===== src/rtl/irq_src_cond_pkg.sv =====
// rtl/irq_src_cond_pkg.sv - core-wide IRQ defines and debounce sizing helpers
// Optional feature macro: IRQ_DEBOUNCE_EN (per-line debounce counters).
`ifndef NIRQ
`define NIRQ 4
`endif
`ifndef NBIT_IRQ
`define NBIT_IRQ 2
`endif
`ifndef IRQ_DB_CYCLES
`define IRQ_DB_CYCLES 16
`endif

package irq_src_cond_pkg;

  localparam int NIRQ_W = `NIRQ;
  localparam int DB_MIN = 1;
  localparam int DB_MAX = 65535;

  // Keeps an out-of-range override from producing a zero-width or wrapping counter.
  function automatic int db_clamp(input int db);
    if (db < DB_MIN) return DB_MIN;
    if (db > DB_MAX) return DB_MAX;
    return db;
  endfunction

  // Bits needed to hold db-1; never narrower than one bit.
  function automatic int db_cnt_width(input int db);
    return (db <= 2) ? 1 : $clog2(db);
  endfunction

endpackage


===== src/rtl/irq_debounce.sv =====
// rtl/irq_debounce.sv - single-line synchronizer, debounce and rising-edge detect
// With IRQ_DEBOUNCE_EN undefined the counter is absent and the level follows s2 every edge.
module irq_debounce
  import irq_src_cond_pkg::*;
#(
  parameter int DB_CYCLES = 16
) (
  input  logic clk,
  input  logic rst_n,
  input  logic raw,
  output logic rise
);

  logic s1;
  logic s2;
  logic lvl;
  logic lvl_nxt;

`ifdef IRQ_DEBOUNCE_EN
  localparam int CW = db_cnt_width(DB_CYCLES);
  localparam logic [CW-1:0] CNT_LAST = CW'(DB_CYCLES - 1);

  logic [CW-1:0] cnt;
  logic [CW-1:0] cnt_nxt;

  // A change is accepted on the DB_CYCLES-th consecutive differing sample.
  always_comb begin
    lvl_nxt = lvl;
    cnt_nxt = '0;
    if (s2 != lvl) begin
      if (cnt == CNT_LAST) begin
        lvl_nxt = s2;
      end else begin
        cnt_nxt = cnt + CW'(1);
      end
    end
  end

  always_ff @(negedge clk or negedge rst_n) begin
    if (!rst_n) begin
      cnt <= '0;
    end else begin
      cnt <= cnt_nxt;
    end
  end
`else
  assign lvl_nxt = s2;
`endif

  assign rise = lvl_nxt & ~lvl;

  always_ff @(negedge clk or negedge rst_n) begin
    if (!rst_n) begin
      s1  <= 1'b0;
      s2  <= 1'b0;
      lvl <= 1'b0;
    end else begin
      s1  <= raw;
      s2  <= s1;
      lvl <= lvl_nxt;
    end
  end

endmodule


===== src/rtl/irq_src_cond.sv =====
// rtl/irq_src_cond.sv - conditions raw interrupt levels into held pending requests
// Debounce length is DB_CYCLES when IRQ_DEBOUNCE_EN is defined, otherwise one sample.
module irq_src_cond
  import irq_src_cond_pkg::*;
#(
  parameter int DB_CYCLES = `IRQ_DB_CYCLES
) (
  input  logic              clk,
  input  logic              rst_n,
  input  logic              en,
  input  logic [`NIRQ-1:0]  irq_raw,
  input  logic              ovf_clr,
  output logic [`NIRQ-1:0]  irq_src,
  output logic [`NIRQ-1:0]  ovf
);

  localparam int DB_EFF = db_clamp(DB_CYCLES);

  logic [NIRQ_W-1:0] rise;
  logic [NIRQ_W-1:0] pend;
  logic [NIRQ_W-1:0] pend_nxt;
  logic [NIRQ_W-1:0] ovf_r;
  logic [NIRQ_W-1:0] ovf_nxt;

  for (genvar i = 0; i < NIRQ_W; i++) begin : g_line
    irq_debounce #(
      .DB_CYCLES (DB_EFF)
    ) u_db (
      .clk   (clk),
      .rst_n (rst_n),
      .raw   (irq_raw[i]),
      .rise  (rise[i])
    );
  end

  // A fresh rise is OR-ed in after the enabled clear so it survives that edge;
  // a rise onto a still-pending line with no enabled edge is a lost request.
  always_comb begin
    pend_nxt = (en ? '0 : pend) | rise;
    ovf_nxt  = (ovf_clr ? '0 : ovf_r) | (rise & pend & ~{NIRQ_W{en}});
  end

  always_ff @(negedge clk or negedge rst_n) begin
    if (!rst_n) begin
      pend  <= '0;
      ovf_r <= '0;
    end else begin
      pend  <= pend_nxt;
      ovf_r <= ovf_nxt;
    end
  end

  assign irq_src = pend;
  assign ovf     = ovf_r;

endmodule


===== config.mk =====
export PLATFORM = sky130hd
export DESIGN_NAME = irq_src_cond
export DESIGN_NICKNAME = d
export VERILOG_FILES = /design/src/rtl/irq_src_cond_pkg.sv /design/src/rtl/irq_debounce.sv /design/src/rtl/irq_src_cond.sv
export SDC_FILE = /design/constraint.sdc
export NUM_CORES = 1
export LEC_CHECK = 0
export CAP_MARGIN = 0
export CELL_PAD_IN_SITES_DETAIL_PLACEMENT = 1
export CELL_PAD_IN_SITES_GLOBAL_PLACEMENT = 1
export CORE_UTILIZATION = 36
export CTS_CLUSTER_SIZE = 8
export DETAILED_ROUTE_END_ITERATION = 7
export GPL_ROUTABILITY_DRIVEN = 0
export PLACE_DENSITY_LB_ADDON = 0.15
export SYNTH_ARGS = -nofsm -noshare
export SYNTH_HDL_FRONTEND = slang
export SYNTH_SLANG_ARGS = --single-unit

===== constraint.sdc =====
create_clock -name clk -period 1 [get_ports clk]
set_clock_uncertainty 0.2 [all_clocks]
set_input_delay 0.25 -clock clk [delete_from_list [all_inputs] [get_ports clk]]
set_output_delay 0.25 -clock clk [all_outputs]
set_load 0.005 [all_outputs]

==> results of run 1 <==
-- final timing paths --
path                                              start  depth (start not counted)                               end
setup / recovery                   irq_src[2]$_DFF_NN0_                          1                        irq_src[2]
hold / removal              g_line[1].u_db.s1$_DFF_NN0_                          0  g_line[1].u_db.lvl_nxt$_DFF_NN0_
setup reg to reg           g_line[2].u_db.lvl$_DFF_NN0_                          2                  ovf[2]$_DFF_NN0_
hold reg to reg             g_line[1].u_db.s1$_DFF_NN0_                          0  g_line[1].u_db.lvl_nxt$_DFF_NN0_
max in group asynchronous                         rst_n                          2       g_line[1].u_db.s1$_DFF_NN0_
min in group asynchronous                         rst_n                          2              irq_src[3]$_DFF_NN0_
-- placed cells by master (no fill, tap or decap), types with 2 or more instances in the layout --
cell type	n
nand2b_4	3
nand2b_1	5
buf_4	4
buf_2	11
clkdlybuf4s15_1	4
buf_6	2
dfrtn_1	20
inv_1	4
o22ai_2	3
clkbuf_4	3
nand2_2	3
-- logic make-up after synthesis --
family / share of synthesized area
buffers and inverters: 0.0243
AOI/OAI and AO/OA: 0.0607
and+or+nand+nor: 0.105
DFF: 0.810
-- per-stage QoR --
step | TNS (ns) | cell area (um^2) | total power [W]
after global placement | -21.89 | 803 | 0.00103
after detailed placement | -22.94 | 803 | 0.00105
after CTS | -6.67 | 868 | 0.00152
after global routing | -6.96 | 882 | 0.00157
final | -6.66 | 882 | 0.00151
after floorplan | -5.25 | 618 | 0.000935
-- repair_timing --
item / in CTS / in global routing
gates resized for setup: 55 / 4
gates cloned: 2 / 0
hold buffers: 0 / 0
setup buffers: 4 / 1
endpoints found under the setup margin: 40 / 16
pin swaps: 3 / 1
-- worst reg2reg max path, cell delays in order, from the launching register on --
cell and delay, ns:
dfrtn_1 0.41, nand2b_1 0.14, o22ai_2 0.08
-- sequential cells by signal, indices dropped and copies added, names as in the netlist --
register	count
g_line.u_db.lvl	4
g_line.u_db.lvl_nxt	4
g_line.u_db.s1	4
irq_src	4
ovf	4
-- power by group --
| part | switching (W) | internal (W) |
|---|---|---|
| logic | 0.0000732 | 0.0000913 |
| registers | 0.0000202 | 0.000865 |
| clock network | 0.000236 | 0.000222 |
-- per-layer routing --
metal | share of wire | vias to the layer above
met5 | 0 | -
met4 | 0 | 0
met3 | 0.065 | 0
met2 | 0.53 | 16
met1 | 0.40 | 192
li1 | - | 177
-- area by class of cell --
| type | count | share of cell area |
|---|---|---|
| sequential | 20 | 0.567 |
| timing repair buffer | 23 | 0.194 |
| multi-input combinational | 16 | 0.157 |
| clock buffer | 4 | 0.0411 |
| tap | 16 | 0.0227 |
| inverter | 4 | 0.0170 |
==> impl_metrics.tcl, run 1 <==
set metrics [dict create \
    via_count 385 \
    antenna_violating_nets_post_route 0 \
    cpMaxStageDelayCell "dfrtn_1" \
    category_of_the_worst_setup_path_capture_point "output pin" \
    grt_most_used_layer "met2" \
    max-vdd-ir-drop_mv 0.876 \
    remaining_routing_drc_violations 4 \
    smallest_hold_slack_ns 0.100 \
    cts-root-to-sink-buffers 2 \
    yosysMostFrequentCell "dfrtn_1" \
    placed_cells_incl_taps 73 \
    seq_area_frac_synth 0.810 \
    post_route_cells_drive_above_1_share 0.463 \
    setup_repair_after_global_routing_missed_its_margin "true" \
    leakage_nw 0.445 \
    finish.net_count 76 \
    use_met2 0.270 \
    diodes 0 \
    synth-async-reset-ratio 1.00 \
    multiInputGateArea_um2 139 \
    timing.critical_path.from_type "flip-flop" \
    worst_setup_hold_path_clk_slew_ns 0.07 \
    post_drt_via_cell_ratio 4.64 \
    detail_route.wl_per_cell_um 13.7 \
    worstSetupPathType "flip-flop to output pin" \
    antenna_found_initial 0 \
    grtUsageMet3 0.0333 \
    synthCells 40 \
    violations "DRC, setup timing" \
    critical_path_required_ns 0.55 \
    grt_pass1_wl_mm 1.94 \
    fin_cells 83 \
    area_delta_synth_final_pct 42.7 \
    drt-initial-drc-count 6 \
    ioPinCount 16 \
    start_util 0.396 \
    synth_enable_flop_cells 0 \
    power_per_cell_area_mw_per_mm2 1710 \
    final.fill_count 160 \
    worst_hold_path_type "flip-flop to flip-flop" \
    ys_warn_count 0 \
    synth_area_um2 618 \
    floorplan.die.height_um 43.4 \
    path_cells "buf_2" \
    firstDrtPassIters 5 \
    setup.reg_to_reg.worst_slack_ns 0.01 \
    grt_start_max_net_pins 12 \
    finalHoldViolations 0 \
    grt_pass1_vias 444 \
    max_slew_margin 0.891 \
    fin_util 0.566 \
    dieArea_mm2 0.00189 \
    max_slew.worst_pin.slew_ns 0.164 \
    finalWorstSetupSlack_ns -0.777 \
    root_buffer "clkbuf_4" \
    grt_use_total 0.149 \
    post_placement_worst_setup_slack_ns -0.897 \
    ys_dominant_reg_cell "dfrtn_1" \
    chipWidth_um 43.4 \
    wl_mm 1.14 \
    path_buf_inv 1 \
    floorplan.core_area_mm2 0.00156 \
    h_tree_depth_reported_by_cts 1 \
    floorplan.rows 14 \
    synth_top_cell_area_share 0.810 \
    drv.max_cap_violation_count 0 \
    worstPathMaxFanout 2 \
    cts_inserted_buffers 3 \
    synth_largest_area_cell "dfrtn_1" \
    timing.final.setup_violations 16 \
    ys_seq_elements 20 \
    cp_data_arrival_time_ns 1.33 \
    clock-sinks 20 \
    synth.lib_cells_used.distinct 6 \
    maxSlewViolCount 0 \
    cts_tree "yes" \
    port-buffer-count 15 \
    yosys-top-cells-area "dfrtn_1 81%, nand2b_1 8.1%, o22ai_2 4.0%, inv_1 2.4%, nand2_1 2.4%" \
    area.sequential_um2 500 \
    syn-num-nets 48 \
    outcome "complete, but fails checks" \
    worstSkewPairLatency_ns 0.29 \
    mean_instance_size_in_the_synthesized_netlist_um2 15.5 \
    use_met1 0.164 \
    timing.critical_path.slowest_cell_delay_ns 0.42 \
    worst_path_dominant_cell_family "flip-flops" \
    global_route.overflow_total 0 \
    synth.top_cells.by_count "20 x dfrtn_1, 8 x nand2b_1, 4 x inv_1, 4 x nand2_1" \
]
Note: power is estimated with default switching activity, not from simulation.
==> run 2: changes to the inputs <==
--- a/config.mk
+++ b/config.mk
@@ -13,6 +13,8 @@
 export DETAILED_ROUTE_END_ITERATION = 7
 export GPL_ROUTABILITY_DRIVEN = 0
 export PLACE_DENSITY_LB_ADDON = 0.15
+export SETUP_SLACK_MARGIN = 0.15
+export SLEW_MARGIN = 20
 export SYNTH_ARGS = -nofsm -noshare
 export SYNTH_HDL_FRONTEND = slang
 export SYNTH_SLANG_ARGS = --single-unit
==> run 2 against run 1 <==
Against the previous run: the run still ends with DRC, setup timing left; via count grew 1.6%; sequential power is essentially flat; final cell count is the same; critical path type unchanged; largest cell class unchanged.
==> impl_metrics.tcl, run 2 (synthesis results as in run 1) <==
set metrics [dict create \
    remaining_routing_drc_violations 4 \
    holdBufCountCts 0 \
    timing.critical_path.from_type "flip-flop" \
    chipWidth_um 43.4 \
    grt_start_max_net_pins 12 \
    global_route.overflow_total 0 \
    multiInputGateArea_um2 139 \
    drt-initial-drc-count 6 \
    wl_mm 1.13 \
    via_count 391 \
    fin_util 0.571 \
    cts-root-to-sink-buffers 2 \
    final.fill_count 159 \
    path_cells "buf_2" \
    finish.net_count 76 \
    post_route_cells_drive_above_1_share 0.522 \
    detail_route.wl_per_cell_um 13.6 \
    grt_pass1_wl_mm 1.89 \
    post_placement_worst_setup_slack_ns -0.897 \
    timing.critical_path.slowest_cell_delay_ns 0.42 \
    path_depth 1 \
    drv.max_cap_violation_count 0 \
    worst_path_dominant_cell_family "flip-flops" \
    area.sequential_um2 500 \
    max_slew_margin 0.910 \
    clock-sinks 20 \
    h_tree_depth_reported_by_cts 1 \
    maxSlewViolCount 0 \
    post_drt_via_cell_ratio 4.71 \
    finalWorstSetupSlack_ns -0.771 \
    leakage_nw 0.452 \
    floorplan.core_area_mm2 0.00156 \
    worstSkewPairLatency_ns 0.29 \
    worst_hold_path.num_cells 0 \
    antenna_violating_nets_post_route 0 \
    timing.final.setup_violations 16 \
    max-vdd-ir-drop_mv 0.885 \
    fin_cells 83 \
    power.total_w 0.00151 \
    cts_tree "yes" \
    max_slew.worst_pin.slew_ns 0.136 \
    layout.cells.most_common_list "20 x dfrtn_1, 10 x buf_2, 6 x buf_6" \
    finalHoldViolations 0 \
    floorplan.die.height_um 43.4 \
    worst_r2r_startpoint "irq_src[0]$_DFF_NN0_" \
    diodes 0 \
    min-delay-start "g_line[1].u_db.s1$_DFF_NN0_" \
    floorplan.rows 14 \
    area_delta_synth_final_pct 43.9 \
    worst_hold_path_type "flip-flop to flip-flop" \
    placed_cell_area_um2 803 \
    cts_inserted_buffers 3 \
    cp_data_arrival_time_ns 1.32 \
    dieArea_mm2 0.00189 \
    ioPinCount 16 \
    placed_cells_incl_taps 73 \
    start_util 0.396 \
    port-buffer-count 15 \
    path_buf_inv 1 \
    antenna_found_initial 0 \
    grt_pass1_vias 436 \
    worst_setup_path_startpoint "irq_src[2]$_DFF_NN0_" \
    cpMaxStageDelayCell "dfrtn_1" \
    category_of_the_worst_setup_path_capture_point "output pin" \
    setup_repair_after_global_routing_missed_its_margin "true" \
    worst-r2r-cell-count 4 \
    setup.reg_to_reg.worst_slack_ns -0.06 \
    post-route-cell-area_um2 890 \
    worst_setup_hold_path_clk_slew_ns 0.07 \
    violations "DRC, setup timing" \
    firstDrtPassIters 6 \
    mostFrequentLayoutCell "dfrtn_1" \
    worstPathMaxFanout 2 \
    root_buffer "clkbuf_4" \
    power_per_cell_area_mw_per_mm2 1690 \
    outcome "complete, but fails checks" \
    worstSetupPathType "flip-flop to output pin" \
    grt_use_total 0.146 \
    critical_path_required_ns 0.55 \
]
-- run 2: changes by cell type in the layout (fill, tap and decap cells not counted) --
cell / before / now
buf_2: 11 / 10
buf_4: 4 / 5
buf_6: 2 / 6
clkdlybuf4s15_1: 4 / 0
-- run 2: worst paths after layout --
check / end
setup / recovery: irq_src[2]
hold / removal: g_line[1].u_db.lvl_nxt$_DFF_NN0_
setup reg to reg: ovf[0]$_DFF_NN0_
hold reg to reg: g_line[1].u_db.lvl_nxt$_DFF_NN0_
max in group asynchronous: ovf[0]$_DFF_NN0_
min in group asynchronous: irq_src[3]$_DFF_NN0_
-- run 2: routing by layer --
metal | vias up | GRT usage | part of all wire
met4 | 0 | 0.0750 | 0
li1 | 178 | - | -
met5 | - | 0 | 0
met2 | 16 | 0.270 | 0.54
met1 | 197 | 0.153 | 0.39
met3 | 0 | 0.0333 | 0.068
-- run 2: power by group --
group / internal (W) / switching (W) / total (W)
Clock: 0.000222 / 0.000227 / 0.000448
Sequential: 0.000865 / 0.0000201 / 0.000885
Combinational: 0.000100 / 0.0000742 / 0.000174
Total: 0.00119 / 0.000321 / 0.00151
-- run 2: final cells by class --
cell class,count,share of cell area
Sequential cell,20,0.563
Timing Repair Buffer,23,0.201
Clock buffer,4,0.0408
Tap cell,16,0.0225
Multi-Input combinational cell,16,0.156
Inverter,4,0.0169
-- run 2: timing repair --
item | 4_1_cts | 5_1_grt
cloned | 1 | 0
endpoints found under the setup margin | 40 | 20
gates resized for setup | 62 | 5
setup buffers | 4 | 1
pin swaps | 3 | 1
-- run 2: through the flow --
step | hold slack (ns) | setup TNS (ns)
floorplan | 0.0917 | -5.25
global placement | 0.0963 | -21.89
detailed placement | 0.0969 | -22.94
CTS | 0.102 | -6.67
global route | 0.115 | -7.01
finish | 0.101 | -6.65
==> run 3: changes to the inputs <==
--- a/config.mk
+++ b/config.mk
@@ -9,6 +9,7 @@
 export CELL_PAD_IN_SITES_DETAIL_PLACEMENT = 1
 export CELL_PAD_IN_SITES_GLOBAL_PLACEMENT = 1
 export CORE_UTILIZATION = 36
+export CTS_CLUSTER_DIAMETER = 50
 export CTS_CLUSTER_SIZE = 8
 export DETAILED_ROUTE_END_ITERATION = 7
 export GPL_ROUTABILITY_DRIVEN = 0
==> results of run 3 <==
No change in the layout: final DEF, timing and power equal those of run 2.
